## src/rtl/pp_csa_accumulator_if.sv

```systemverilog
// pp_csa_accumulator_if
//   Bundles the operand-side and result-side handshakes of the iterative
//   partial-product accumulator.
//   Operand side : in_valid, in_ready, in_a[N-1:0], in_b[N-1:0]
//   Result side  : out_valid, out_ready, out_sum[2N-2:0], out_carry[2N-2:0],
//                  out_hi (weight 2^(2N-1))
//   slave  : the accumulator itself
//   master : whoever supplies operands and consumes the result rows
interface pp_csa_accumulator_if #(
  parameter int N = 14
);
  logic             in_valid;
  logic             in_ready;
  logic [N-1:0]     in_a;
  logic [N-1:0]     in_b;
  logic             out_valid;
  logic             out_ready;
  logic [2*N-2:0]   out_sum;
  logic [2*N-2:0]   out_carry;
  logic             out_hi;

  modport slave (
    input  in_valid, in_a, in_b, out_ready,
    output in_ready, out_valid, out_sum, out_carry, out_hi
  );

  modport master (
    output in_valid, in_a, in_b, out_ready,
    input  in_ready, out_valid, out_sum, out_carry, out_hi
  );
endinterface

```

## src/rtl/pp_csa_accumulator.sv

```systemverilog
// pp_csa_accumulator
//   Iterative partial-product reduction ahead of the final carry-propagate
//   adder. Two unsigned N-bit operands are accepted, then N/2 iterations
//   each fold two partial products into a running carry-save pair (S, C)
//   through one column-wise 4:2 compressor layer. Columns below APPROX_COLS
//   use a cheap approximate compressor; the rest use two chained full adders.
//   Result: out_sum/out_carry (2N-1 bits each) plus out_hi for column 2N-1.
// Ports
//   clk   : rising-edge clock
//   rst_n : asynchronous active-low reset
//   bus   : pp_csa_accumulator_if.slave (operand and result handshakes)
module pp_csa_accumulator #(
  parameter int N           = 14,
  parameter int APPROX_COLS = 0
) (
  input  logic                  clk,
  input  logic                  rst_n,
  pp_csa_accumulator_if.slave   bus
);

  localparam int W     = 2 * N;
  localparam int ITERS = N / 2;
  localparam int KW    = (ITERS > 1) ? $clog2(ITERS) : 1;

  typedef enum logic [1:0] {
    IDLE  = 2'd0,
    ACCUM = 2'd1,
    DONE  = 2'd2
  } state_t;

  state_t         state_q, state_d;
  logic [N-1:0]   a_q, a_d;
  logic [N-1:0]   b_q, b_d;
  logic [W-1:0]   s_q, s_d;
  logic [W-1:0]   c_q, c_d;
  logic [KW-1:0]  k_q, k_d;
  logic [W-2:0]   sum_q, sum_d;
  logic [W-2:0]   carry_q, carry_d;
  logic           hi_q, hi_d;

  logic [W-1:0]   a_ext;
  logic [1:0]     b_pair;
  logic [W-1:0]   pp_lo;
  logic [W-1:0]   pp_hi;
  logic [W-1:0]   s_nx;
  logic [W-1:0]   c_nx;

  // Partial products 2k and 2k+1, already aligned to their column weight.
  always_comb begin
    a_ext  = {{N{1'b0}}, a_q};
    b_pair = 2'(b_q >> {k_q, 1'b0});
    pp_lo  = (a_ext << {k_q, 1'b0}) & {W{b_pair[0]}};
    pp_hi  = (a_ext << {k_q, 1'b1}) & {W{b_pair[1]}};
  end

  // One 4:2 compressor layer across all columns. Approximate columns sit
  // below every exact column and produce no cout, so the horizontal carry
  // chain naturally starts at zero in the lowest exact column.
  always_comb begin
    logic cin;
    logic s1;
    logic cout;
    logic x1, x2, x3, x4;
    logic sm, cy;
    cin  = 1'b0;
    s1   = 1'b0;
    cout = 1'b0;
    sm   = 1'b0;
    cy   = 1'b0;
    s_nx = '0;
    c_nx = '0;
    for (int j = 0; j < W; j++) begin
      x1 = s_q[j];
      x2 = c_q[j];
      x3 = pp_lo[j];
      x4 = pp_hi[j];
      if (j < APPROX_COLS) begin
        cy = (x1 & x2) | (x3 & x4);
        sm = (x1 ^ x2) | (x3 ^ x4);
      end else begin
        s1   = x1 ^ x2 ^ x3;
        cout = (x1 & x2) | (x1 & x3) | (x2 & x3);
        sm   = s1 ^ x4 ^ cin;
        cy   = (s1 & x4) | (s1 & cin) | (x4 & cin);
        cin  = cout;
      end
      s_nx[j] = sm;
      // The carry out of the top column would weigh 2^(2N) and is dropped.
      if (j < W - 1) begin
        c_nx[j+1] = cy;
      end
    end
  end

  // Next-state and datapath register loads.
  always_comb begin
    state_d = state_q;
    a_d     = a_q;
    b_d     = b_q;
    s_d     = s_q;
    c_d     = c_q;
    k_d     = k_q;
    sum_d   = sum_q;
    carry_d = carry_q;
    hi_d    = hi_q;
    case (state_q)
      IDLE: begin
        if (bus.in_valid) begin
          a_d     = bus.in_a;
          b_d     = bus.in_b;
          s_d     = '0;
          c_d     = '0;
          k_d     = '0;
          state_d = ACCUM;
        end
      end
      ACCUM: begin
        s_d = s_nx;
        c_d = c_nx;
        k_d = k_q + 1'b1;
        if (k_q == KW'(ITERS - 1)) begin
          sum_d   = s_nx[W-2:0];
          carry_d = c_nx[W-2:0];
          hi_d    = s_nx[W-1] | c_nx[W-1];
          state_d = DONE;
        end
      end
      DONE: begin
        if (bus.out_ready) begin
          state_d = IDLE;
        end
      end
      default: begin
        state_d = IDLE;
      end
    endcase
  end

  always_ff @(posedge clk or negedge rst_n) begin
    if (!rst_n) begin
      state_q <= IDLE;
      a_q     <= '0;
      b_q     <= '0;
      s_q     <= '0;
      c_q     <= '0;
      k_q     <= '0;
      sum_q   <= '0;
      carry_q <= '0;
      hi_q    <= 1'b0;
    end else begin
      state_q <= state_d;
      a_q     <= a_d;
      b_q     <= b_d;
      s_q     <= s_d;
      c_q     <= c_d;
      k_q     <= k_d;
      sum_q   <= sum_d;
      carry_q <= carry_d;
      hi_q    <= hi_d;
    end
  end

  assign bus.in_ready  = (state_q == IDLE);
  assign bus.out_valid = (state_q == DONE);
  assign bus.out_sum   = sum_q;
  assign bus.out_carry = carry_q;
  assign bus.out_hi    = hi_q;

endmodule
```

## src/flat_wrapper.sv

```systemverilog
// flat-port wrapper written by rule: the top's interface ports become plain ports
module pp_csa_accumulator_flat 
#(
  parameter int N           = 14,
  parameter int APPROX_COLS = 0
)
  (clk, rst_n, bus_in_valid, bus_in_a, bus_in_b, bus_out_ready, bus_in_ready, bus_out_valid, bus_out_sum, bus_out_carry, bus_out_hi);
  pp_csa_accumulator_if #(.N(N)) bus_i ();
  input  logic clk;
  input  logic rst_n;
  input wire logic [$bits(bus_i.in_valid)-1:0] bus_in_valid;
  input wire logic [$bits(bus_i.in_a)-1:0] bus_in_a;
  input wire logic [$bits(bus_i.in_b)-1:0] bus_in_b;
  input wire logic [$bits(bus_i.out_ready)-1:0] bus_out_ready;
  output wire logic [$bits(bus_i.in_ready)-1:0] bus_in_ready;
  output wire logic [$bits(bus_i.out_valid)-1:0] bus_out_valid;
  output wire logic [$bits(bus_i.out_sum)-1:0] bus_out_sum;
  output wire logic [$bits(bus_i.out_carry)-1:0] bus_out_carry;
  output wire logic [$bits(bus_i.out_hi)-1:0] bus_out_hi;
  assign bus_i.in_valid = bus_in_valid;
  assign bus_i.in_a = bus_in_a;
  assign bus_i.in_b = bus_in_b;
  assign bus_i.out_ready = bus_out_ready;
  assign bus_in_ready = bus_i.in_ready;
  assign bus_out_valid = bus_i.out_valid;
  assign bus_out_sum = bus_i.out_sum;
  assign bus_out_carry = bus_i.out_carry;
  assign bus_out_hi = bus_i.out_hi;
  pp_csa_accumulator #(.N(N), .APPROX_COLS(APPROX_COLS)) u_core (.clk(clk), .rst_n(rst_n), .bus(bus_i));
endmodule
```

## config.mk

```make
export PLATFORM = sky130hd
export DESIGN_NAME = pp_csa_accumulator_flat
export DESIGN_NICKNAME = d
export VERILOG_FILES = /design/src/rtl/pp_csa_accumulator_if.sv /design/src/rtl/pp_csa_accumulator.sv /design/src/flat_wrapper.sv
export SDC_FILE = /design/constraint.sdc
export NUM_CORES = 1
export LEC_CHECK = 0
export CAP_MARGIN = 20
export CORE_MARGIN = 2
export CORE_UTILIZATION = 42
export DETAILED_ROUTE_END_ITERATION = 6
export GPL_TIMING_DRIVEN = 1
export RECOVER_POWER = 25
export REMOVE_ABC_BUFFERS = 1
export SLEW_MARGIN = 40
export SYNTH_ARGS = -nofsm -noshare
export SYNTH_HDL_FRONTEND = slang
export SYNTH_SLANG_ARGS = --single-unit
```

## constraint.sdc

```tcl
create_clock -name clk -period 3.2 [get_ports clk]
set_input_delay 0.48 -clock clk [delete_from_list [all_inputs] [get_ports clk]]
set_output_delay 0.48 -clock clk [all_outputs]
set_load 0.1 [all_outputs]
```

## Word level (Yosys, flattened, before mapping)

Index checks and enable logic that the tools add are counted.

- Shift operators: 3
- Add/subtract/negate cells: 1
- Bitwise operators: 380
- Muxes and demuxes: 9
- Reductions and logical operators: 6
- Eq/ne operators: 6

Operators with widths:

| operator | number |
|---|---|
| $and 1x1->1 | 160 |
| $pmux 28 s2 | 2 |
| $xor 1x1->1 | 111 |
| $or 1x1->1 | 107 |
| $and 28x28->28 | 2 |
| $shl 14x4->28 | 2 |
| $mux 28 | 1 |
| $shr 14x4->2 | 1 |
| $mux 2 | 3 |
| $pmux 2 s3 | 1 |
| $pmux 3 s2 | 1 |
| $reduce_and 2->1 | 3 |
| $ne 2x2->1 const B | 2 |
| $add 3x1->3 const B | 1 |
| $eq 3x3->1 const B | 1 |
| $mux 3 | 1 |
| $reduce_and 3->1 | 1 |
| $eq 2x1->1 const B | 1 |
| $eq 2x2->1 const B | 1 |
| $logic_not 2->1 | 1 |
| $ne 2x1->1 const B | 1 |
| $reduce_bool 2->1 | 1 |

- Flip-flop bits (word level): 143
- Input port bits: 32
- Logic and storage cells: 414
- Output and inout bits: 57

## Depth between registers and ports, before layout

Gate-level depths: netlist of run 1.

- Depth after elaboration: 9
- Mapped depth: 11
- Depth with buffers taken out: 8

## Worst setup path before layout of run 1

No wires, ideal clock.

- Path kind: flip-flop to flip-flop
- Start point: register u_core.k_q[1]
- End point: register u_core.sum_q[16], in the netlist u_core.bus.out_sum[16]
- Arrival time: 2700 ps
- Slack: 374 ps
- Cell stages (with the launch flop): 11
- Period minus slack after synthesis: 2826 ps
- Library setup time: 126 ps
- Cells stage by stage: dfrtp_1 -> buf_6 -> buf_12 -> mux2i_1 -> o21ai_2 -> buf_4 -> a32oi_1 -> fa_1 -> inv_1 -> fa_1 -> mux2_2

- Longest elaborated chain between the ends: 6
- Elaborated cells between the ends (all ways): 14
- Those cells by class: 1 x eq/ne; 3 x shift; 9 x bitwise; 1 x reduce/logical

Ends and longest elaborated chain:

| item | line | text |
|---|---|---|
| start, declared | pp_csa_accumulator.sv:36 | `logic [KW-1:0] k_q, k_d;` |
| start signal, assigned | pp_csa_accumulator.sv:156 | `k_q <= k_d;` |
| $shl 14x4->28 or $shr 14x4->2 (tied branches) | pp_csa_accumulator.sv:52, pp_csa_accumulator.sv:51 |  |
| $and 28x28->28 | pp_csa_accumulator.sv:52 | `pp_lo = (a_ext << {k_q, 1'b0}) & {W{b_pair[0]}};` |
| $and 1x1->1 | pp_csa_accumulator.sv:82 | `cout = (x1 & x2) \| (x1 & x3) \| (x2 & x3);` |
| $or 1x1->1 (2 in a row) | pp_csa_accumulator.sv:82 |  |
| $xor 1x1->1 (*) | pp_csa_accumulator.sv:83 | `sm = s1 ^ x4 ^ cin;` |
| named net u_core.s_nx[16] | pp_csa_accumulator.sv:45 | `logic [W-1:0] s_nx;` |
| end signal, assigned | pp_csa_accumulator.sv:157 | `sum_q <= sum_d;` |
| end, declared | pp_csa_accumulator.sv:37 | `logic [W-2:0] sum_q, sum_d;` |

Mark *: on every way through the listed nets, which the timed path passes. The rest lies on a longest branch.
A chain may end at the register's enable or synchronous reset.

## Worst setup path in the final report of run 1

- Start point: register u_core.k_q[1]
- End point: register u_core.sum_q[18], in the netlist u_core.bus.out_sum[18]

Same word-level chain as after synthesis.

==> results.py, run 1 <==
metrics = {
    "floorplan": {
        "die_area_mm2": 0.0199,
        "floorplan.initialDensity_pct": 42.6,
        "die_x_um": 141,
        "io_pins": 89,
        "core_mm2": 0.0186,
        "fp.dieH_um": 141,
        "row_count": 50,
    },
    "detailed_routing": {
        "num_vias": 5330,
        "postRouteAntennaNets": 0,
        "wl_per_cell_um": 18.4,
        "drtPass1Iterations": 5,
        "vias_per_cell": 5.29,
        "dr.first_iter.drc_count": 285,
        "drc": 0,
        "routed_wl_um": 18500,
    },
    "clock_network": {
        "cts_resized": 0,
        "cts_inserted_buffers": 17,
        "numClockSinks": 140,
        "clk_pin_slew_worst_paths_ns": 0.06,
        "postCtsSetupRepairBufs": 0,
        "cts-root-buf": "clkbuf_16",
        "cts_tree": "yes",
        "cts_buffer_depth": 2,
        "clk_latency_ns": 0.42,
        "cts_hold_buf": 0,
        "h-tree-depth": 4,
    },
    "place": {
        "portBuffers": 86,
        "post-dp-hpwl_um": 13200,
        "pre_cts_ws_ns": 0.306,
        "gp_congestion": 0.818,
    },
    "yosys": {
        "synth_cells": 683,
        "synth_top_family_by_area": "multiplexers",
        "synth-compound-area-share_pct": 9.42,
        "yosys.area_share.adder_pct": 13.5,
        "yosys.area_share.simple_pct": 7.20,
        "ys_types": 49,
        "async_flop_share_pct": 100,
        "synth_area_per_cell_um2": 11.6,
        "yosys.area_share.xor_xnor_pct": 0.332,
        "synth.yosys.seq_area_share_pct": 44.3,
        "synth_ff_type": "dfrtp_1",
        "synthesis.area_mm2": 0.00791,
        "synth_mux_area_share_pct": 17.1,
        "ys_warn_count": 0,
        "synth_edf_count": 0,
        "ys_seq_elements": 140,
    },
    "timing": {
        "finalSetupViolCount": 0,
        "hold_violations": 0,
        "layout_setup_ws_ns": 0.282,
        "clock_skew_ns": 0.00927,
        "max_freq_mhz": 343,
        "maxSlewHeadroom_pct": -1.11,
        "finalCriticalPeriod_ns": 2.92,
        "fin_setup_tns_ns": 0,
        "fin_crit_sh_pct": 91.2,
        "worst_slew_pin_slew_ns": 1.52,
        "final_max_slew_viol_count": 58,
        "rsz0062_at_grt": "no",
    },
    "worst_setup_path": {
        "worstPathRequired_ns": 3.50,
        "worstPathMaxFanout": 14,
        "startpoint": "u_core.k_q[1]",
        "r2r-start": "u_core.k_q[1]",
        "cp.arrival_ns": 3.22,
        "crit_path_start_kind": "register",
        "path_class": "reg -> reg",
        "critPathCaptureType": "register",
    },
    "hold_path": {
        "worstHoldPathType": "in -> async",
    },
    "global_route": {
        "grt_pass1_wl_um": 30800,
        "antenna_found_initial": 0,
        "overflow": 0,
        "first_global_vias": 5787,
        "grt_max_degree": 63,
        "track_usage_pct": 19.9,
    },
    "final_layout": {
        "regArea_mm2": 0.00350,
        "fill_cells": 1646,
        "multiInputGateArea_mm2": 0.00380,
        "diodes": 0,
        "area_growth_pct": 18.4,
        "drive_gt1_share_pct": 28.2,
        "nNetsFinal": 848,
    },
    "flow_run": {
        "max_cap_viol_count": 1,
    },
    "run_status": {
        "status": "complete, but fails checks",
        "violations": "capacitance limit, slew limit",
    },
}
## worst max-delay path, cell delays in order, from the launching register on
cell	delay, ns
dfrtp_1	0.36
buf_4	0.22
mux2_2	0.39
mux2_2	0.30
a31oi_1	0.30
fa_1	0.44
inv_1	0.09
fa_1	0.42
mux2_2	0.27
## routing by layer
layer  up-vias  global-route usage [%]  part of all wire [%]
met4         0                    6.16                   1.4
met5         -                       0                     0
met1      2731                    27.4                    46
met2       136                    31.7                    48
li1       2444                       -                     -
met3        19                    4.48                   4.8
## area by class of cell
| class | instances | area share, % |
|---|---|---|
| multi-input cells | 400 | 40.6 |
| inverters | 99 | 3.97 |
| repair buffers | 103 | 9.01 |
| flip-flops and latches | 140 | 37.4 |
| clock buffers | 25 | 5.51 |
| clock inverters | 6 | 0.374 |
| well taps | 234 | 3.13 |
## cell usage in the layout (no fill, tap or decap), drive strengths merged, types with 4 or more instances in the layout
cell / instances
a32oi: 10
clkdlybuf4s50: 30
o31ai: 49
ha: 4
nand3: 7
buf: 71
nor2: 17
clkinv: 4
o32ai: 11
nor2b: 5
nor3: 6
mux2i: 14
mux2: 105
nand2: 72
fa: 51
and2: 6
inv: 99
o21ai: 8
dfrtp: 140
clkbuf: 27
## through the flow
stage	cell area (um2)	hold WS (ns)	utilization (%)	std cells
2_1_floorplan	7650	0.184	-	639
4_1_cts	9380	0.0386	50.5	1007
5_1_grt	9360	0.524	50.4	1007
3_3_place_gp	8820	0.474	47.5	976
3_5_place_dp	8830	0.486	47.5	976
6_report	9360	0.416	50.4	1007
## cells by family (layout without fill, tap and decap cells)
logic type	count (synthesis)	after routing
compound gates	93	93
buf+inv	145	233
xor+xnor	3	3
flops	140	140
mux	119	119
fa+ha+maj	55	55
other cells	1	3
simple gates	127	127
## registers in the layout, summed over array words and instances, names as in the netlist
name / flops
u_core.a_q: 14
u_core.s_q: 28
u_core.k_q: 3
u_core.c_q: 26
u_core.state_q: 2
u_core.bus.out_hi: 1
u_core.bus.out_sum: 27
u_core.b_q: 14
u_core.bus.out_carry: 25
## Yosys cell counts, types with 6 or more instances
cell type / n / share of area (%)
nor2_1: 17 / 0.81
nor3_1: 6 / 0.38
o32ai_1: 11 / 1.2
fa_1: 51 / 13
dfrtp_1: 140 / 44
nand3_1: 7 / 0.44
nand2_1: 72 / 3.4
buf_4: 6 / 0.57
mux2_4: 7 / 1.3
mux2i_1: 13 / 1.6
o31ai_1: 49 / 4.7
inv_1: 97 / 4.6
and2_1: 6 / 0.47
clkbuf_1: 6 / 0.28
mux2_2: 98 / 14
a32oi_1: 10 / 1.1
buf_2: 30 / 1.9
o21ai_0: 7 / 0.44
## final timing paths
path / slack [ns] / end / depth (start not counted)
max: 0.28 / u_core.bus.out_sum[18] / 8
min: 0.42 / u_core.bus.out_sum[2] / 1
max reg2reg: 0.28 / u_core.bus.out_sum[18] / 8
min reg2reg: 0.50 / u_core.bus.out_carry[4] / 1
max in group asynchronous: 0.71 / u_core.state_q[0] / 2
min in group clk: 0.50 / u_core.bus.out_carry[4] / 1
Power of run 1 is left out: the tool's default activity adds up to more than one toggle a clock period on the data nets, which glitch-free logic cannot reach.
==> inputs of run 2 (changes only) <==
DONT_BUFFER_PORTS = 1   (was unset)
==> run 2 against run 1 <==
  * The flow finishes with violations (hold timing)
  * Critical path depth is the same
  * Count of clock-buffer cells in the layout decreased by 4
  * Hold slack worse by 0.66 ns
  * Non-clock buffer count shrank 84
  * Clock skew is 0.0016 ns lower
  * Flip-flop and latch count unchanged
  * Via count down 6.7%
  * Fmax fell by 1.2%
  * First-iteration DRC count shrank 1.4%
  * Global-route usage down 1.2 points
  * Register-to-register slack worse by 0.04 ns
  * Die area stayed put
  * Critical path type unchanged
==> results.py, run 2 (same netlist as run 1, synthesis figures left out) <==
metrics = {
    "clock_network": {
        "numClockSinks": 140,
        "clk_pin_slew_worst_paths_ns": 0.06,
        "cts_resized": 0,
        "cts_tree": "yes",
        "cts_buffer_depth": 2,
        "h-tree-depth": 4,
        "postCtsSetupRepairBufs": 0,
        "clk_latency_ns": 0.43,
        "cts_inserted_buffers": 17,
        "cts-root-buf": "clkbuf_16",
    },
    "floorplan": {
        "fp.dieH_um": 141,
        "die_x_um": 141,
        "row_count": 50,
        "core_mm2": 0.0186,
        "floorplan.initialDensity_pct": 42.6,
        "io_pins": 89,
        "die_area_mm2": 0.0199,
    },
    "timing": {
        "fin_crit_sh_pct": 92.3,
        "rsz0062_at_grt": "no",
        "finalCriticalPeriod_ns": 2.95,
        "max_freq_mhz": 339,
        "worst_slew_pin_slew_ns": 0.916,
        "maxSlewHeadroom_pct": 38.9,
        "fin_hold_ws_ns": -0.248,
        "clock_skew_ns": 0.00764,
        "layout_setup_ws_ns": 0.246,
        "final_max_slew_viol_count": 0,
        "finalSetupViolCount": 0,
        "hold_violations": 140,
    },
    "run_status": {
        "status": "complete, but fails checks",
        "violations": "hold timing",
    },
    "detailed_routing": {
        "drtPass1Iterations": 5,
        "drc": 0,
        "routed_wl_um": 17600,
        "wl_per_cell_um": 19.1,
        "num_vias": 4975,
        "postRouteAntennaNets": 0,
        "dr.first_iter.drc_count": 281,
        "vias_per_cell": 5.38,
        "wl_met3_um": 1120,
        "met1_length_um": 7720,
        "wl_met2_um": 8490,
        "highest_layer": "met4",
    },
    "final_layout": {
        "largest_register": "u_core.s_q",
        "diodes": 0,
        "layout_common_cells": "mux2_2 (98), inv_1 (97), dfrtp_1 (91), nand2_1 (72), fa_1 (51)",
        "nNetsFinal": 764,
        "design_area_mm2": 0.00877,
        "final_common_cell": "mux2_2",
        "area_growth_pct": 10.9,
        "fin_util_pct": 47.2,
        "largest_reg_flops": 28,
        "drive_gt1_share_pct": 30.9,
    },
    "global_route": {
        "grt_max_degree": 141,
        "grt_pass1_wl_um": 28800,
        "antenna_found_initial": 0,
        "first_global_vias": 5346,
        "overflow": 0,
        "track_usage_pct": 18.8,
    },
    "worst_setup_path": {
        "cp.arrival_ns": 3.26,
        "path_class": "reg -> reg",
        "max_stage_delay_ns": 0.53,
        "critPathTopFamily": "adder cells",
        "r2r-start": "u_core.k_q[0]",
        "critPathCaptureType": "register",
        "r2r_slack_ns": 0.25,
        "worstPathMaxFanout": 12,
        "worstPathRequired_ns": 3.51,
        "worstPathCellList": "inv_2, buf_4, mux2_2, a32oi_1, fa_1, inv_1, fa_1, mux2_2",
        "crit_path_start_kind": "register",
        "cp.depth": 8,
        "path_buf_inv": 3,
        "reg2reg_depth": 8,
        "startpoint": "u_core.k_q[0]",
        "r2r-end": "u_core.bus.out_sum[11]",
        "cp_slowest_cell": "dfrtp_1",
        "crit_path_end": "u_core.bus.out_sum[11]",
    },
    "hold_path": {
        "worstHoldPathType": "in -> async",
    },
    "place": {
        "gp_congestion": 0.828,
        "pre_cts_ws_ns": 0.258,
        "portBuffers": 0,
        "post-dp-hpwl_um": 12700,
        "dpl_cell_area_mm2": 0.00812,
    },
    "flow_run": {
        "max_cap_viol_count": 0,
    },
}
==> run 2: changes by cell type in the layout (fill, tap and decap cells not counted), moves of 2 or more <==
| cell | before | now |
|---|---|---|
| buf_4 | 71 | 17 |
| bufinv_16 | 0 | 3 |
| clkbuf_1 | 2 | 4 |
| clkbuf_2 | 2 | 0 |
| clkbuf_8 | 6 | 2 |
| clkdlybuf4s50_1 | 30 | 0 |
| clkinvlp_4 | 2 | 4 |
| dfrtp_1 | 140 | 91 |
| dfrtp_2 | 0 | 49 |
==> run 2: how the worst min path moves through the flow <==
stage	startpoint	to	slack [ns]	depth (start not counted)
after floorplan	rst_n	u_core.a_q[0]	0.18	0
after global placement	rst_n	u_core.bus.out_sum[1]	0.19	0
after detailed placement	rst_n	u_core.bus.out_sum[1]	0.19	0
after CTS	rst_n	u_core.bus.out_sum[14]	-0.27	0
after global routing	rst_n	u_core.a_q[7]	-0.27	0
final	rst_n	u_core.bus.out_sum[1]	-0.25	0
==> run 2: per-layer routing <==
metal | GRT usage (%) | vias to the layer above
li1 | - | 2277
met3 | 5.23 | 22
met4 | 6.79 | 0
met5 | 0 | -
met1 | 24.9 | 2554
met2 | 29.7 | 122
==> run 2: cell type report <==
class | instances | area (um2)
fill | 1680 | 9810
multi-input combinational | 400 | 3800
sequential | 140 | 3560
clock buffer | 21 | 460
inverter | 99 | 372
tap | 234 | 293
clock inverter | 11 | 144
timing repair buffer | 19 | 135
==> run 2: per-stage QoR <==
stage	std cells	TNS, ns	hold slack [ns]
after detailed placement	890	0	0.189
after floorplan	639	-112.40	0.184
final	924	0	-0.248
after global routing	924	0	-0.268
after CTS	922	0	-0.268
after global placement	890	0	0.189
Power of run 2 is left out for the same reason.
